`config.mk`:
```
export PLATFORM = sky130hd
export DESIGN_NAME = rr_mux_arbiter
export DESIGN_NICKNAME = d
export VERILOG_FILES = /design/src/rtl/arb_pkg.sv /design/src/rtl/mux4_bus.sv /design/src/rtl/rr_mux_arbiter.sv
export SDC_FILE = /design/constraint.sdc
export NUM_CORES = 1
export LEC_CHECK = 0
export ABC_AREA = 1
export CAP_MARGIN = 20
export CORE_AREA = 2 2 54 56
export CTS_BUF_LIST = sky130_fd_sc_hd__clkbuf_4
export CTS_CLUSTER_SIZE = 16
export DETAILED_ROUTE_END_ITERATION = 8
export DIE_AREA = 0 0 56 58
export MAX_ROUTING_LAYER = met4
export PLACE_DENSITY = 0.85
export SLEW_MARGIN = 25
export SYNTH_ARGS = -nofsm -noshare
export SYNTH_HDL_FRONTEND = slang
export SYNTH_SLANG_ARGS = --single-unit
```
`constraint.sdc`:
```
create_clock -name clk -period 1.62 [get_ports clk]
set_clock_uncertainty 0.05 [all_clocks]
set_input_delay 0.324 -clock clk [delete_from_list [all_inputs] [get_ports clk]]
set_output_delay 0.324 -clock clk [all_outputs]
set_load 0.005 [all_outputs]
```
`src/rtl/arb_pkg.sv`:
```
// Shared constants for the round-robin mux arbiter.
package arb_pkg;

  localparam int unsigned NUM_REQ = 4;
  localparam int unsigned SEL_W   = 2;
  localparam int unsigned BEAT_W  = 4;

  localparam logic ST_IDLE  = 1'b0;
  localparam logic ST_GRANT = 1'b1;

endpackage

```
`src/rtl/mux4_bus.sv`:
```
// WIDTH-bit 4:1 mux built from three 2:1 stages.
module mux4_bus #(
  parameter int unsigned WIDTH = 8
) (
  input  logic [1:0]       sel,
  input  logic [WIDTH-1:0] d0,
  input  logic [WIDTH-1:0] d1,
  input  logic [WIDTH-1:0] d2,
  input  logic [WIDTH-1:0] d3,
  output logic [WIDTH-1:0] y
);

  logic [WIDTH-1:0] lo;
  logic [WIDTH-1:0] hi;

  // sel[0] picks within each pair, sel[1] picks between pairs
  always_comb begin
    lo = sel[0] ? d1 : d0;
    hi = sel[0] ? d3 : d2;
    y  = sel[1] ? hi : lo;
  end

endmodule

```
`src/rtl/rr_mux_arbiter.sv`:
```
// Round-robin arbiter driving the select of a shared 4:1 output mux,
// with valid/ready forwarding and a per-grant burst limit.
module rr_mux_arbiter
  import arb_pkg::*;
#(
  parameter int unsigned WIDTH     = 8,
  parameter int unsigned MAX_BURST = 4
) (
  input  logic             clk,
  input  logic             rst,
  input  logic [3:0]       req,
  input  logic [WIDTH-1:0] din0,
  input  logic [WIDTH-1:0] din1,
  input  logic [WIDTH-1:0] din2,
  input  logic [WIDTH-1:0] din3,
  input  logic             out_ready,
  output logic [3:0]       gnt,
  output logic [1:0]       sel,
  output logic             out_valid,
  output logic [WIDTH-1:0] out_data
);

  logic              state_q, state_d;
  logic [SEL_W-1:0]  ptr_q, ptr_d;
  logic [BEAT_W-1:0] beat_q, beat_d;
  logic [3:0]        gnt_d;
  logic [SEL_W-1:0]  sel_d;
  logic              xfer;
  logic              last_beat;

  // First set request searching ptr+1, ptr+2, ptr+3, ptr; the last hit
  // written wins, so iterate from the farthest offset to the nearest.
  function automatic logic [SEL_W-1:0] rr_pick(
    input logic [NUM_REQ-1:0] r,
    input logic [SEL_W-1:0]   p
  );
    logic [SEL_W-1:0] idx;
    rr_pick = p;
    for (int k = NUM_REQ; k >= 1; k--) begin
      idx = p + SEL_W'(k);
      if (r[idx]) rr_pick = idx;
    end
  endfunction

  // Valid only while a grant is held; gnt is all-zero outside GRANT
  always_comb begin
    out_valid = |(gnt & req);
    xfer      = out_valid & out_ready;
    last_beat = (beat_q == BEAT_W'(MAX_BURST - 1));
  end

  // Next-state and registered-output decode
  always_comb begin
    state_d = state_q;
    ptr_d   = ptr_q;
    beat_d  = beat_q;
    gnt_d   = gnt;
    sel_d   = sel;
    case (state_q)
      ST_IDLE: begin
        if (|req) begin
          sel_d   = rr_pick(req, ptr_q);
          gnt_d   = 4'(1) << rr_pick(req, ptr_q);
          beat_d  = '0;
          state_d = ST_GRANT;
        end
      end
      ST_GRANT: begin
        if (xfer) beat_d = beat_q + BEAT_W'(1);
        if (!req[sel] || (xfer && last_beat)) begin
          ptr_d   = sel;
          gnt_d   = '0;
          state_d = ST_IDLE;
        end
      end
      default: begin
        gnt_d   = '0;
        state_d = ST_IDLE;
      end
    endcase
  end

  // State and control registers; ptr resets to 3 so source 0 wins first
  always_ff @(posedge clk or posedge rst) begin
    if (rst) begin
      state_q <= ST_IDLE;
      ptr_q   <= 2'b11;
      beat_q  <= '0;
      gnt     <= '0;
      sel     <= '0;
    end else begin
      state_q <= state_d;
      ptr_q   <= ptr_d;
      beat_q  <= beat_d;
      gnt     <= gnt_d;
      sel     <= sel_d;
    end
  end

  mux4_bus #(.WIDTH(WIDTH)) u_mux (
    .sel (sel),
    .d0  (din0),
    .d1  (din1),
    .d2  (din2),
    .d3  (din3),
    .y   (out_data)
  );

endmodule

```
# [Yosys cells after proc, flatten, opt, wreduce, memory -nomap -nowiden]
# Cells that the tools add are included.
[totals] ff_bits=13 input_bits=39 out_inout_bits=15 wordCells=55
[op_classes] addsub=4 magnitude_cmp=4 n_eq_ne=4 n_shift=1 muxes=25 bitwise_logic=3 n_reduce_logical=9
[op_table] cell="2-to-1 mux 8 bit" count=3
[op_table] cell="2-to-1 mux 4 bit" count=4
[op_table] cell="one-hot mux 4 bit (2 select lines)" count=2
[op_table] cell="less-than comparator 2 x 3 -> 1 bit, second input constant" count=4
[op_table] cell="2-to-1 mux 2 bit" count=5
[op_table] cell="binary-select mux 1 bit (select 2 bit)" count=4
[op_table] cell="AND reduction 2 bit" count=4
[op_table] cell="OR reduction 4 bit" count=2
[op_table] cell="2-to-1 mux 1 bit" count=6
[op_table] cell="adder 2 bit, second input constant" count=2
[op_table] cell="adder 4 x 1 -> 4 bit, second input constant" count=1
[op_table] cell="AND 4 bit" count=1
[op_table] cell="equality test 4 x 2 -> 1 bit, second input constant" count=1
[op_table] cell="inequality test 2 x 1 -> 1 bit, second input constant" count=2
[op_table] cell="left shift 1 x 2 -> 4 bit, first input constant" count=1
[op_table] cell="adder 2 x 1 -> 2 bit, second input constant" count=1
[op_table] cell="inequality test 2 bit, second input constant" count=1
[op_table] cell="one-hot mux 1 bit (2 select lines)" count=1
[op_table] cell="AND 1 bit" count=1
[op_table] cell="logical AND 1 bit" count=1
[op_table] cell="logical NOT 1 bit" count=1
[op_table] cell="logical OR 1 bit" count=1
[op_table] cell="inverter 1 bit" count=1

# [Longest topological paths before layout]
[depth] depth_word=11 mapped_depth=12

# [Modules after synthesis]
# Synthesis repeated with hierarchy kept, for this count alone.
[hier_totals] hier_cells=216 area_unflattened_um2=1263.7
[modules_own_cells] mod="rr_mux_arbiter" instances=1 cells_per_inst=122 area_each_um2=868.3
[modules_own_cells] mod="mux4_bus" instances=1 cells_per_inst=94 area_each_um2=395.4

# [Worst setup path before layout]
# OpenSTA, ideal clock, no wires.
[synth_timing] kind="flip-flop to flip-flop" startpoint="reg ptr_q[0]" endpoint="reg gnt[0]" setup_ns=0.118 arrival_time_ns=1.259 required_time_ns=1.452 setup_slack_ns=0.193 path_stages_with_launch=12 path_buffers=1 cell_sequence="dfstp_2 -> buf_6 -> inv_8 -> nand2_2 -> nand2_2 -> nand2_1 -> and2_4 -> nand2_2 -> nand2_2 -> nand2_2 -> nand3_1 -> nand2_1"
[synth_between] elab_chain_cells=11 elab_cells_between_ends=17 classes_between="add/sub (3); shift (1); mux (13)"
[synth_lines] item="start, declared" line_no="rr_mux_arbiter.sv:24" text="logic [SEL_W-1:0] ptr_q, ptr_d;"
[synth_lines] item="start signal, assigned" line_no="rr_mux_arbiter.sv:93" text="ptr_q <= ptr_d;"
[synth_lines] item="adder 2 bit" line_no="rr_mux_arbiter.sv:40" text="idx = p + SEL_W'(k);"
[synth_lines] item="binary-select mux 1 bit (select 2 bit)" line_no="rr_mux_arbiter.sv:41" text="if (r[idx]) rr_pick = idx;"
[synth_lines] item="2-to-1 mux 1 bit (implied by the code)" line_no="rr_mux_arbiter.sv:41"
[synth_lines] item="2-to-1 mux 2 bit (2 in a row)" line_no="rr_mux_arbiter.sv:41"
[synth_lines] item="2-to-1 mux 2 bit (*)" line_no="rr_mux_arbiter.sv:41"
[synth_lines] item="2-to-1 mux 2 bit (*)" line_no="rr_mux_arbiter.sv:61" text="if (|req) begin"
[synth_lines] item="2-to-1 mux 2 bit (*)" line_no="rr_mux_arbiter.sv:59" text="case (state_q)"
[synth_lines] item="left shift 1 x 2 -> 4 bit (*)" line_no="rr_mux_arbiter.sv:63" text="gnt_d = 4'(1) << rr_pick(req, ptr_q);"
[synth_lines] item="2-to-1 mux 4 bit (*)" line_no="rr_mux_arbiter.sv:61"
[synth_lines] item="one-hot mux 4 bit (2 select lines) (*)" line_no="rr_mux_arbiter.sv:59"
[synth_lines] item="end signal, assigned" line_no="rr_mux_arbiter.sv:95" text="gnt <= gnt_d;"
[synth_lines] item="end, declared" line_no="rr_mux_arbiter.sv:17" text="output logic [3:0] gnt,"
# Every way passes the cells marked *; elsewhere a longest branch is shown, timed or not. The select of a mux whose other input is x is not followed.
# A chain may end at the register's enable or synchronous reset.

# [Final worst setup path]
[layout_timing] startpoint="reg sel[0]" endpoint="out out_data[4]"
[layout_between] elab_chain_cells=2 elab_cells_between_ends=3 classes_between="mux (3)"
[layout_lines] item="start, declared" line_no="rr_mux_arbiter.sv:18" text="output logic [1:0] sel,"
[layout_lines] item="start signal, assigned" line_no="rr_mux_arbiter.sv:96" text="sel <= sel_d;"
[layout_lines] item="2-to-1 mux 8 bit, on equally long branches" line_no="mux4_bus.sv:18, mux4_bus.sv:19"
[layout_lines] item="2-to-1 mux 8 bit (*)" line_no="mux4_bus.sv:20" text="y = sel[1] ? hi : lo;"
[layout_lines] item="end, declared" line_no="rr_mux_arbiter.sv:20" text="output logic [WIDTH-1:0] out_data"
# Every way passes the cells marked *; elsewhere a longest branch is shown, timed or not.

==> impl_summary.log <==
INFO  metric crit-reg2reg-launch = sel[0]$_DFFE_PP0P_
INFO  metric setup_viol_count_final = 8
INFO  metric fp.dieArea = around 3200 um^2
INFO  metric power.static_leakage = ~0.95 nW
INFO  metric grt_first_pass_wirelength = 6200 um
INFO  metric setup.worst_path.class = flop to output port
INFO  metric synth_cell_types = 22
INFO  metric ir_drop = 1310 uV
INFO  metric relSlewSlack = 0.676
INFO  metric die_width = ~56 um
INFO  metric worstSkewPairLatency = approximately 0.28 ns
INFO  metric max_clock_freq = 0.581 GHz
INFO  metric placeableCoreArea = around 2700 um^2
INFO  metric dpl.hpwl = approximately 2500 um
INFO  metric clkTransAtPathRegs = 0.09 ns
INFO  metric dp_cells = 257
INFO  metric route.detailed.drc = 0
INFO  metric die_span_y = between 50 and 60 um
INFO  metric worstMarginPinSlew = between 0.4 and 0.5 ns
INFO  metric ff2ff_setup_slack = around 0.020 ns
INFO  metric kind_of_end_point_of_the_critical_path = output port
INFO  metric timing.critical_path.arrival = ~1.4 ns
INFO  metric clockBufferDepth = 2
INFO  metric routabilityCongestion = 0.866
INFO  metric syn_avg_cell_area = between 6 and 7 um^2
INFO  metric violations = setup timing
INFO  metric finalSetupTns = -0.282 ns
INFO  metric n_antenna_cell = 0
INFO  metric grt_pass1_vias = between 1000 and 1500
INFO  metric cts-root-buf = clkbuf_4
INFO  metric dr_total_vias = ~1500
INFO  metric initial_antenna_violation_count = 0
INFO  metric run_status = finished, violations left
INFO  metric yosysTopAreaCellShare = 0.260
INFO  metric p_seq_frac = 0.160
INFO  metric synth-warning-count = 0
INFO  metric synth_edf_count = 0
INFO  metric synth_async_sr_flop_share = 1.00
INFO  metric setup_ws = -0.0999 ns
INFO  metric p_per_area = between 1500 and 2000 nW/um^2
INFO  metric dominant_cell_by_count_in_the_synthesized_netlist = nand2_1
INFO  metric p_sw = 1.71 mW
INFO  metric fin_nets = 290
INFO  metric clock_power_share = 0.060
INFO  metric grt_max_degree = 14
INFO  metric finalNonFillerCells = 280
INFO  metric path_max_fanout = 5
INFO  metric ys_dominant_reg_cell = dfrtp_1
INFO  metric row_count = 19
INFO  metric worstHoldPathType = input port to async pin
INFO  metric flow.area_growth_from_synthesis = 92.8%
INFO  metric p_int = around 1.9 mW
INFO  metric seq_area_frac_synth = 0.310
INFO  metric fin_area = 2040 um^2
INFO  metric syn-instance-count = 163
INFO  metric postRouteAntennaNets = 0
INFO  metric postLayoutCoreUtil = 0.766
INFO  metric cts_tree = yes
INFO  metric timing.max_cap.violations = 0
INFO  metric final_period_minus_worst_setup_slack = 1.72 ns
INFO  metric initial_core_utilization = 0.397
INFO  metric timing.final.hold_violations = 0
INFO  metric required = between 1 and 1.5 ns
INFO  metric cts_hold_repair.buffers = 0
INFO  metric yosys_register_bits = 13
INFO  metric worstRegToRegCells = 10
INFO  metric grt_usage = 0.244
INFO  metric grt_setup_unrepaired = yes
INFO  metric syn-num-nets = between 200 and 250
INFO  metric power.combinational.fraction = 0.780
INFO  metric routedWlPerCell = ~15 um
INFO  metric initialDrtViolationCount = a little under 50
INFO  metric final_max_tran_viols = 0
INFO  metric layout-drive-gt1-share = 0.414
INFO  metric top_cells_by_count_synth = nand2_1 (41), o21ai_0 (23), nor2_1 (21), nand3_1 (17)
INFO  metric post_dp_cell_area = between 1500 and 2000 um^2
INFO  metric viasPerCell = approximately 5.3
INFO  metric hold_slack = about 0.31 ns
INFO  metric startpoint = sel[0]$_DFFE_PP0P_
INFO  metric synthTopCellsByArea = dfrtp_1 (26%), nand2_1 (15%), o21ai_0 (11%), nand3_1 (8.0%), nor2_1 (7.5%)
INFO  metric startpoint_type = flop
INFO  metric layout.filler_cells = ~170
INFO  metric synth_top_cell_by_area = dfrtp_1
INFO  metric power.switching_fraction = 0.469
INFO  metric reg2reg_to = gnt[0]$_DFFE_PP0P_
INFO  metric portBuffers = between 50 and 60
INFO  metric final_clock_period_utilization_by_the_worst_path = 1.06
INFO  metric tritoncts.num_buffers = 3
INFO  metric cts.sinks = 13
INFO  metric grt_overflow = 0
INFO  metric synth_area = about 1100 um^2
INFO  metric drt_first_pass_iters = 4
INFO  metric ios = 54
INFO  metric cts-htree-levels = 1
INFO  metric routed_wirelength = 4120 um
routing by layer:
| metal | GRT usage | part of all wire | vias up |
|---|---|---|---|
| met3 | 0.0290 | 0.051 | 7 |
| met2 | 0.445 | 0.54 | 58 |
| li1 | - | - | 726 |
| met1 | 0.280 | 0.40 | 684 |
| met4 | 0.0748 | 0.010 | 0 |
| met5 | - | 0 | - |
cell usage in the layout (no fill, tap or decap):
master and n:
buf_12 2, nor2_1 12, nor2_4 2, dfrtp_2 1, inv_1 7, o22ai_1 8
buf_6 9, clkdlybuf4s50_1 42, buf_2 8, nand3_2 7, xor2_1 1, and2_4 1
inv_8 3, nand4_1 4, dfstp_2 2, dfrtp_1 10, nand2_4 1, buf_4 23
nand2_2 16, ha_1 1, o21ai_0 5, inv_2 2, o22ai_2 1, clkbuf_2 1
nand3_1 10, o21ai_1 8, nor2_2 7, nand2_1 35, dlygate4sd2_1 2, a21oi_1 1
clkbuf_4 4, o21ai_2 13
cells by family after synthesis:
group / share of synthesized area
flip-flops: 0.310
adder cells (fa/ha/maj): 0.0118
XOR/XNOR: 0.00829
buffers and inverters: 0.0876
AO/OA/AOI/OAI: 0.185
AND/OR/NAND/NOR: 0.398
power groups by stage:
| stage | logic [mW] | registers [mW] | clock network, mW |
|---|---|---|---|
| final | 2.84 | 0.585 | 0.219 |
| after global routing | 3.07 | 0.597 | 0.233 |
| after CTS | 2.37 | 0.601 | 0.221 |
| after detailed placement | 2.00 | 0.598 | 0 |
| after global placement | 1.95 | 0.592 | 0 |
| after floorplan | 1.20 | 0.536 | 0 |
flip-flops by register name (all words and copies together), names as in the netlist:
| signal | count |
|---|---|
| beat_q | 4 |
| gnt | 4 |
| ptr_q | 2 |
| sel | 2 |
| state_q | 1 |
critical path, stage by stage, from the launching register on:
cell and delay (ns):
dfrtp_2 0.43, buf_6 0.14, buf_6 0.12, o21ai_2 0.15
o22ai_1 0.10, buf_2 0.14
metrics by stage:
stage	worst slack, ns	power, mW
after floorplan	0.193	1.74
after detailed placement	-0.326	2.60
after global placement	-0.340	2.55
final	-0.0999	3.65
after global routing	-0.137	3.90
after CTS	-0.0361	3.19
worst max path at each step:
stage                                    end  slack (ns)
final                            out_data[4]        -0.1
after global placement             out_valid       -0.34
after detailed placement           out_valid       -0.33
after floorplan           gnt[0]$_DFFE_PP0P_        0.19
after CTS                        out_data[4]       -0.04
after global routing             out_data[4]       -0.14
timing repair:
action,4_1_cts,5_1_grt
gates resized for setup,70,44
gates cloned,2,0
pin swaps,9,13
setup endpoints to repair,11,19
buffers inserted,13,5
layout make-up:
class                      instances  area (um^2)  share of cell area
tap                               31         38.8              0.0190
multi-input combinational        133          776               0.381
timing repair inverter             1         11.3             0.00552
clock buffer                       4         30.0              0.0147
inverter                          11         56.3              0.0276
sequential                        13          329               0.161
timing repair buffer              87          797               0.391
Note: power is estimated with default switching activity, not from simulation.
